--- src/rtl/vmul_cpa_pipe.sv ---
// Final carry-propagate adder for the vector multiplier: resolves CSA sum/carry
// vectors into a binary product over two registered half-width stages.
module vmul_cpa_pipe #(
   parameter int WIDTH = 64,
   parameter int TAG_W = 8
) (
   input  logic             clk,
   input  logic             rst,
   input  logic             flush,
   input  logic             in_valid,
   output logic             in_ready,
   input  logic [WIDTH-1:0] in_sum,
   input  logic [WIDTH-1:0] in_carry,
   input  logic [TAG_W-1:0] in_tag,
   output logic             out_valid,
   input  logic             out_ready,
   output logic [WIDTH-1:0] out_result,
   output logic             out_cout,
   output logic [TAG_W-1:0] out_tag,
   output logic             busy
);

   localparam int H = WIDTH / 2;

   // Half-width add with carry-in; the MSB of the return value is the carry out.
   function automatic logic [H:0] add_half(input logic [H-1:0] a,
                                           input logic [H-1:0] b,
                                           input logic         cin);
      return {1'b0, a} + {1'b0, b} + {{H{1'b0}}, cin};
   endfunction

   logic             vld_p1;
   logic [H-1:0]     lo_p1;
   logic             c_p1;
   logic [H-1:0]     sum_hi_p1;
   logic [H-1:0]     car_hi_p1;
   logic [TAG_W-1:0] tag_p1;

   logic             vld_p2;
   logic [H-1:0]     lo_p2;
   logic [H-1:0]     hi_p2;
   logic             cout_p2;
   logic [TAG_W-1:0] tag_p2;

   logic             s2_ready;
   logic             push;
   logic             shift;
   logic [H:0]       lo_sum;
   logic [H:0]       hi_sum;

   assign s2_ready = ~vld_p2 | out_ready;
   assign in_ready = ~vld_p1 | s2_ready;
   assign push     = in_valid & in_ready;
   assign shift    = vld_p1 & s2_ready;

   assign lo_sum = add_half(in_sum[H-1:0], in_carry[H-1:0], 1'b0);
   assign hi_sum = add_half(sum_hi_p1, car_hi_p1, c_p1);

   always_ff @(posedge clk) begin
      if (rst) begin
         vld_p1    <= 1'b0;
         lo_p1     <= '0;
         c_p1      <= 1'b0;
         sum_hi_p1 <= '0;
         car_hi_p1 <= '0;
         tag_p1    <= '0;
         vld_p2    <= 1'b0;
         lo_p2     <= '0;
         hi_p2     <= '0;
         cout_p2   <= 1'b0;
         tag_p2    <= '0;
      end else begin
         if (flush) begin
            vld_p1 <= 1'b0;
            vld_p2 <= 1'b0;
         end else begin
            vld_p1 <= (vld_p1 & ~s2_ready) | push;
            vld_p2 <= (vld_p2 & ~out_ready) | shift;
         end

         // Stage 1: low half resolved, high half operands parked for stage 2.
         // A flush leaves the data registers untouched.
         if (push && !flush) begin
            {c_p1, lo_p1} <= lo_sum;
            sum_hi_p1     <= in_sum[WIDTH-1:H];
            car_hi_p1     <= in_carry[WIDTH-1:H];
            tag_p1        <= in_tag;
         end

         // Stage 2: high half absorbs the low-half carry.
         if (shift && !flush) begin
            {cout_p2, hi_p2} <= hi_sum;
            lo_p2            <= lo_p1;
            tag_p2           <= tag_p1;
         end
      end
   end

   assign out_valid  = vld_p2;
   assign out_result = {hi_p2, lo_p2};
   assign out_cout   = cout_p2;
   assign out_tag    = tag_p2;
   assign busy       = vld_p1 | vld_p2;

endmodule

--- config.mk ---
export PLATFORM = sky130hd
export DESIGN_NAME = vmul_cpa_pipe
export DESIGN_NICKNAME = d
export VERILOG_FILES = /design/src/rtl/vmul_cpa_pipe.sv
export SDC_FILE = /design/constraint.sdc
export NUM_CORES = 1
export LEC_CHECK = 0
export ABC_AREA = 1
export BUFFER_PORTS_ARGS = -buffer_cell sky130_fd_sc_hd__buf_2
export CAP_MARGIN = 40
export CORE_ASPECT_RATIO = 0.7
export CORE_MARGIN = 2
export CORE_UTILIZATION = 57
export DETAILED_ROUTE_END_ITERATION = 10
export PLACE_DENSITY_LB_ADDON = 0.1
export SYNTH_ARGS = -nofsm -noshare
export SYNTH_HDL_FRONTEND = slang
export SYNTH_SLANG_ARGS = --single-unit
--- constraint.sdc ---
create_clock -name clk -period 2.4 [get_ports clk]
set_input_delay 0.48 -clock clk [delete_from_list [all_inputs] [get_ports clk]]
set_output_delay 0.48 -clock clk [all_outputs]
set_load 0.05 [all_outputs]
==> flow_metrics.env <==
export IMPL_run_status="finished, final reports clean"
export IMPL_vias=11450
export IMPL_most_utilized_layer_in_the_global_route_result="met1"
export IMPL_ctsLongestPathBuffers=2
export IMPL_detailedPlacementHpwl_um=24250
export IMPL_clock_latency_on_the_worst_skew_pair_ps=440
export IMPL_inserted_clock_buffers=17
export IMPL_reg2reg_setup_slack_ps=180
export IMPL_num_fill_cells=1797
export IMPL_worst_slew_margin_rel_pct=59.38
export IMPL_placed_cell_count=2271
export IMPL_skew_ps=7.806
export IMPL_hold_depth=3
export IMPL_worst_hold_path_type="in2reg"
export IMPL_setup_viol_count_final=0
export IMPL_floorplan_die_area_um2=20830
export IMPL_timing_critical_path_mode_cell="sky130_fd_sc_hd__nand3_1"
export IMPL_area_growth_synth_to_final_pct=17.17
export IMPL_post_cts_hold_buffer_count=0
export IMPL_syn_area_per_cell_um2=6.113
export IMPL_synth_seq_cells=180
export IMPL_postLayoutCoreUtil_pct=68.87
export IMPL_clkSinkCount=180
export IMPL_reg2reg_depth=12
export IMPL_netlist_area_um2=11210
export IMPL_overflow=0
export IMPL_timing_max_transition_violations_final=0
export IMPL_row_count=42
export IMPL_die_x_um=171.6
export IMPL_h_tree_levels=4
export IMPL_yosys_warnings=0
export IMPL_drc_errors=0
export IMPL_start_util_pct=58.78
export IMPL_timing_critical_path_cells="fa_1 > fa_2 > nand3_1 > nand3_1 > nand3_1 > nand3_1 > nand2_1 > nand2_1 > nand2_1 > nand3_1 > nand2_1 > inv_1"
export IMPL_p_per_area_nw_per_um2=592.7
export IMPL_gr_layer_usage_met1_pct=47.74
export IMPL_drt_initial_drc_count=1079
export IMPL_ys_seq_area_share_pct=32.14
export IMPL_syn_inst=1834
export IMPL_grtUsageTotal_pct=30.70
export IMPL_final_nets=2233
export IMPL_vdd_drop_max_v=0.0004894
export IMPL_startpoint_type="flop"
export IMPL_critical_path_required_ps=2730
export IMPL_path_depth=12
export IMPL_cts_post_setup_buffers_inserted=0
export IMPL_netlist_cell_type_count=36
export IMPL_postSynthNetCount=2041
export IMPL_grt_antenna_before_repair=0
export IMPL_achievable_frequency_mhz=449.5
export IMPL_detail_route_first_pass_iterations=7
export IMPL_route_antenna_remaining_nets=0
export IMPL_hold_viol=0
export IMPL_reported_max_cap_violation_count=0
export IMPL_cp_arrival_ps=2560
export IMPL_layout_drive_gt1_share_pct=14.71
export IMPL_worst_path_largest_cell_delay_ps=480
export IMPL_worst_path_dominant_cell_family="adder cells"
export IMPL_post_drt_wl_per_cell_um=13.69
export IMPL_clk_pin_slew_ps=80
export IMPL_critPathSlowestCell="sky130_fd_sc_hd__fa_1"
export IMPL_port_buffers=216
export IMPL_num_io_pins=217
export IMPL_final_setup_tns_ps=0
export IMPL_grt_use_met2_pct=43.50
export IMPL_p_leak_uw=0.007522
export IMPL_grt_setup_unrepaired="no"
export IMPL_layout_cells_non_filler=2303
export IMPL_detail_route_vias_per_cell=4.971
export IMPL_fp_coreArea_um2=19080
export IMPL_worstMarginPinSlew_ps=609.3
export IMPL_routed_wl_um=31540
export IMPL_die_y_um=121.3
export IMPL_timing_setup_critical_path_class="reg2reg"
export IMPL_hold_ws_ps=288.6
export IMPL_finalWeightedCongestion=0.9646
export IMPL_worstPathBufferInverterCount=1
export IMPL_ctsRootBufferMaster="sky130_fd_sc_hd__clkbuf_16"
export IMPL_critical_path_max_fanout=4
export IMPL_antennaDiodeCount=0
export IMPL_grt_first_pass_wirelength_um=50630
export IMPL_first_global_vias=10060
export IMPL_endpoint_kind="flop"
export IMPL_grt_start_max_net_pins=102
export IMPL_tritoncts_clock_tree="built"
export IMPL_use_met3_pct=6.621
export IMPL_final_period_utilization_pct=92.70
export IMPL_timing_final_crit_period_ps=2225
==> cell type report <==
class | instances | area [um2] | area share (%)
multi-input combinational | 1271 | 6123 | 46.61
sequential | 180 | 3603 | 27.43
timing repair buffer | 230 | 1249 | 9.505
inverter | 326 | 1224 | 9.314
clock buffer | 17 | 425.4 | 3.238
tap | 264 | 330.3 | 2.514
clock inverter | 15 | 182.7 | 1.390
==> state kept, by name, indices dropped and copies added, names as in the netlist <==
signal,cells
hi_p2,32
out_cout,1
out_valid,1
vld_p1,1
c_p1,1
car_hi_p1,32
sum_hi_p1,32
tag_p1,8
lo_p1,32
lo_p2,32
out_tag,8
==> cells by family (layout without fill, tap and decap cells) <==
kind of cell | count (synthesis) | in the layout | share of synthesized area [%]
and+or+nand+nor | 914 | 914 | 32.75
AOI/OAI and AO/OA | 263 | 263 | 12.09
adders and majority gates | 66 | 66 | 7.566
buffers and inverters | 383 | 588 | 13.27
DFF | 180 | 180 | 32.14
xor gates and xnor gates | 28 | 28 | 2.187
==> worst register-to-register path, cell delays in order (launching register included) <==
cell	delay (ps)
sky130_fd_sc_hd__dfxtp_1	350
sky130_fd_sc_hd__fa_1	490
sky130_fd_sc_hd__fa_2	400
sky130_fd_sc_hd__nand3_1	100
sky130_fd_sc_hd__nand3_1	130
sky130_fd_sc_hd__nand3_1	100
sky130_fd_sc_hd__nand3_1	150
sky130_fd_sc_hd__nand2_1	130
sky130_fd_sc_hd__nand2_1	60
sky130_fd_sc_hd__nand2_1	50
sky130_fd_sc_hd__nand3_1	60
sky130_fd_sc_hd__nand2_1	80
sky130_fd_sc_hd__inv_1	40
==> synthesized netlist by cell type <==
cell,number,area [um2]
sky130_fd_sc_hd__fa_1,3,60.06
sky130_fd_sc_hd__or2_2,1,6.260
sky130_fd_sc_hd__clkinv_1,1,3.750
sky130_fd_sc_hd__clkbuf_1,29,108.9
sky130_fd_sc_hd__nor2_4,1,11.26
sky130_fd_sc_hd__nand3_1,89,445.4
sky130_fd_sc_hd__nor3_4,1,16.27
sky130_fd_sc_hd__o21ai_0,132,660.6
sky130_fd_sc_hd__a21o_1,4,30.03
sky130_fd_sc_hd__dfxtp_1,180,3603
sky130_fd_sc_hd__nor3_1,8,40.04
sky130_fd_sc_hd__and2_0,1,6.260
sky130_fd_sc_hd__nand2_4,1,11.26
sky130_fd_sc_hd__o21bai_1,5,37.54
sky130_fd_sc_hd__o21ai_1,19,95.09
sky130_fd_sc_hd__nand3b_1,1,7.510
sky130_fd_sc_hd__ha_1,63,788.3
sky130_fd_sc_hd__nand4_1,6,37.54
sky130_fd_sc_hd__nor2_2,7,43.79
sky130_fd_sc_hd__o211ai_1,1,7.510
sky130_fd_sc_hd__buf_1,2,7.510
sky130_fd_sc_hd__nand2_1,462,1734
sky130_fd_sc_hd__inv_1,314,1179
sky130_fd_sc_hd__nand3_2,3,30.03
sky130_fd_sc_hd__o21bai_2,1,11.26
sky130_fd_sc_hd__and2_1,1,6.260
sky130_fd_sc_hd__inv_2,11,41.29
sky130_fd_sc_hd__nor3_2,2,20.02
sky130_fd_sc_hd__a211oi_2,1,12.51
sky130_fd_sc_hd__nor2_1,323,1212
sky130_fd_sc_hd__buf_2,19,95.09
sky130_fd_sc_hd__nand2_2,7,43.79
sky130_fd_sc_hd__a21oi_1,100,500.5
sky130_fd_sc_hd__xnor2_1,2,17.52
sky130_fd_sc_hd__xor2_1,26,227.7
sky130_fd_sc_hd__buf_4,7,52.55
==> power breakdown <==
group          internal [uW]  switching (uW)
combinational            573            1150
clock                   1420            1410
sequential              3150            88.1
total                   5140            2640
==> stage by stage <==
stage / area [um2] / setup slack, ps / total power (uW)
after floorplan: 11210 / 355.3 / 4481
after global placement: 12530 / 21.32 / 4969
after detailed placement: 12530 / 77.38 / 4994
after CTS: 13140 / 105.4 / 7797
after global routing: 13140 / 17.01 / 8170
final: 13140 / 175.2 / 7787
==> layer usage <==
| metal | vias to the layer above | share of wire (%) |
|---|---|---|
| li1 | 6011 | - |
| met1 | 5019 | 51 |
| met2 | 396 | 39 |
| met3 | 22 | 9.2 |
| met4 | 0 | 0.65 |
| met5 | - | 0 |
==> worst paths after layout <==
check                         startpoint                    endpoint
hold / removal                in_sum[60]  sum_hi_p1[28]$_SDFFE_PP0P_
setup reg to reg       c_p1$_SDFFE_PP0P_      hi_p2[28]$_SDFFE_PP0P_
setup / recovery       c_p1$_SDFFE_PP0P_      hi_p2[28]$_SDFFE_PP0P_
hold reg to reg   lo_p1[13]$_SDFFE_PP0P_      lo_p2[13]$_SDFFE_PP0P_
==> cell usage in the layout (no fill, tap or decap), types with 6 or more instances in the layout <==
cell type	count
sky130_fd_sc_hd__inv_2	12
sky130_fd_sc_hd__xor2_1	26
sky130_fd_sc_hd__nand4_1	6
sky130_fd_sc_hd__o21ai_1	19
sky130_fd_sc_hd__a21oi_1	100
sky130_fd_sc_hd__o21ai_0	132
sky130_fd_sc_hd__nor2_1	323
sky130_fd_sc_hd__nor2_2	7
sky130_fd_sc_hd__clkbuf_16	17
sky130_fd_sc_hd__nand3_1	89
sky130_fd_sc_hd__nor3_1	8
sky130_fd_sc_hd__ha_1	63
sky130_fd_sc_hd__buf_2	216
sky130_fd_sc_hd__nand2_2	7
sky130_fd_sc_hd__dfxtp_1	180
sky130_fd_sc_hd__inv_1	313
sky130_fd_sc_hd__buf_4	9
sky130_fd_sc_hd__nand2_1	462
==> what timing repair did <==
| item | CTS | global route |
|---|---|---|
| gates resized for setup | 0 | 1 |
| hold endpoints to repair | 0 | 0 |
| endpoints found under the setup margin | 0 | 4 |
(Power assumes the default switching activity.)
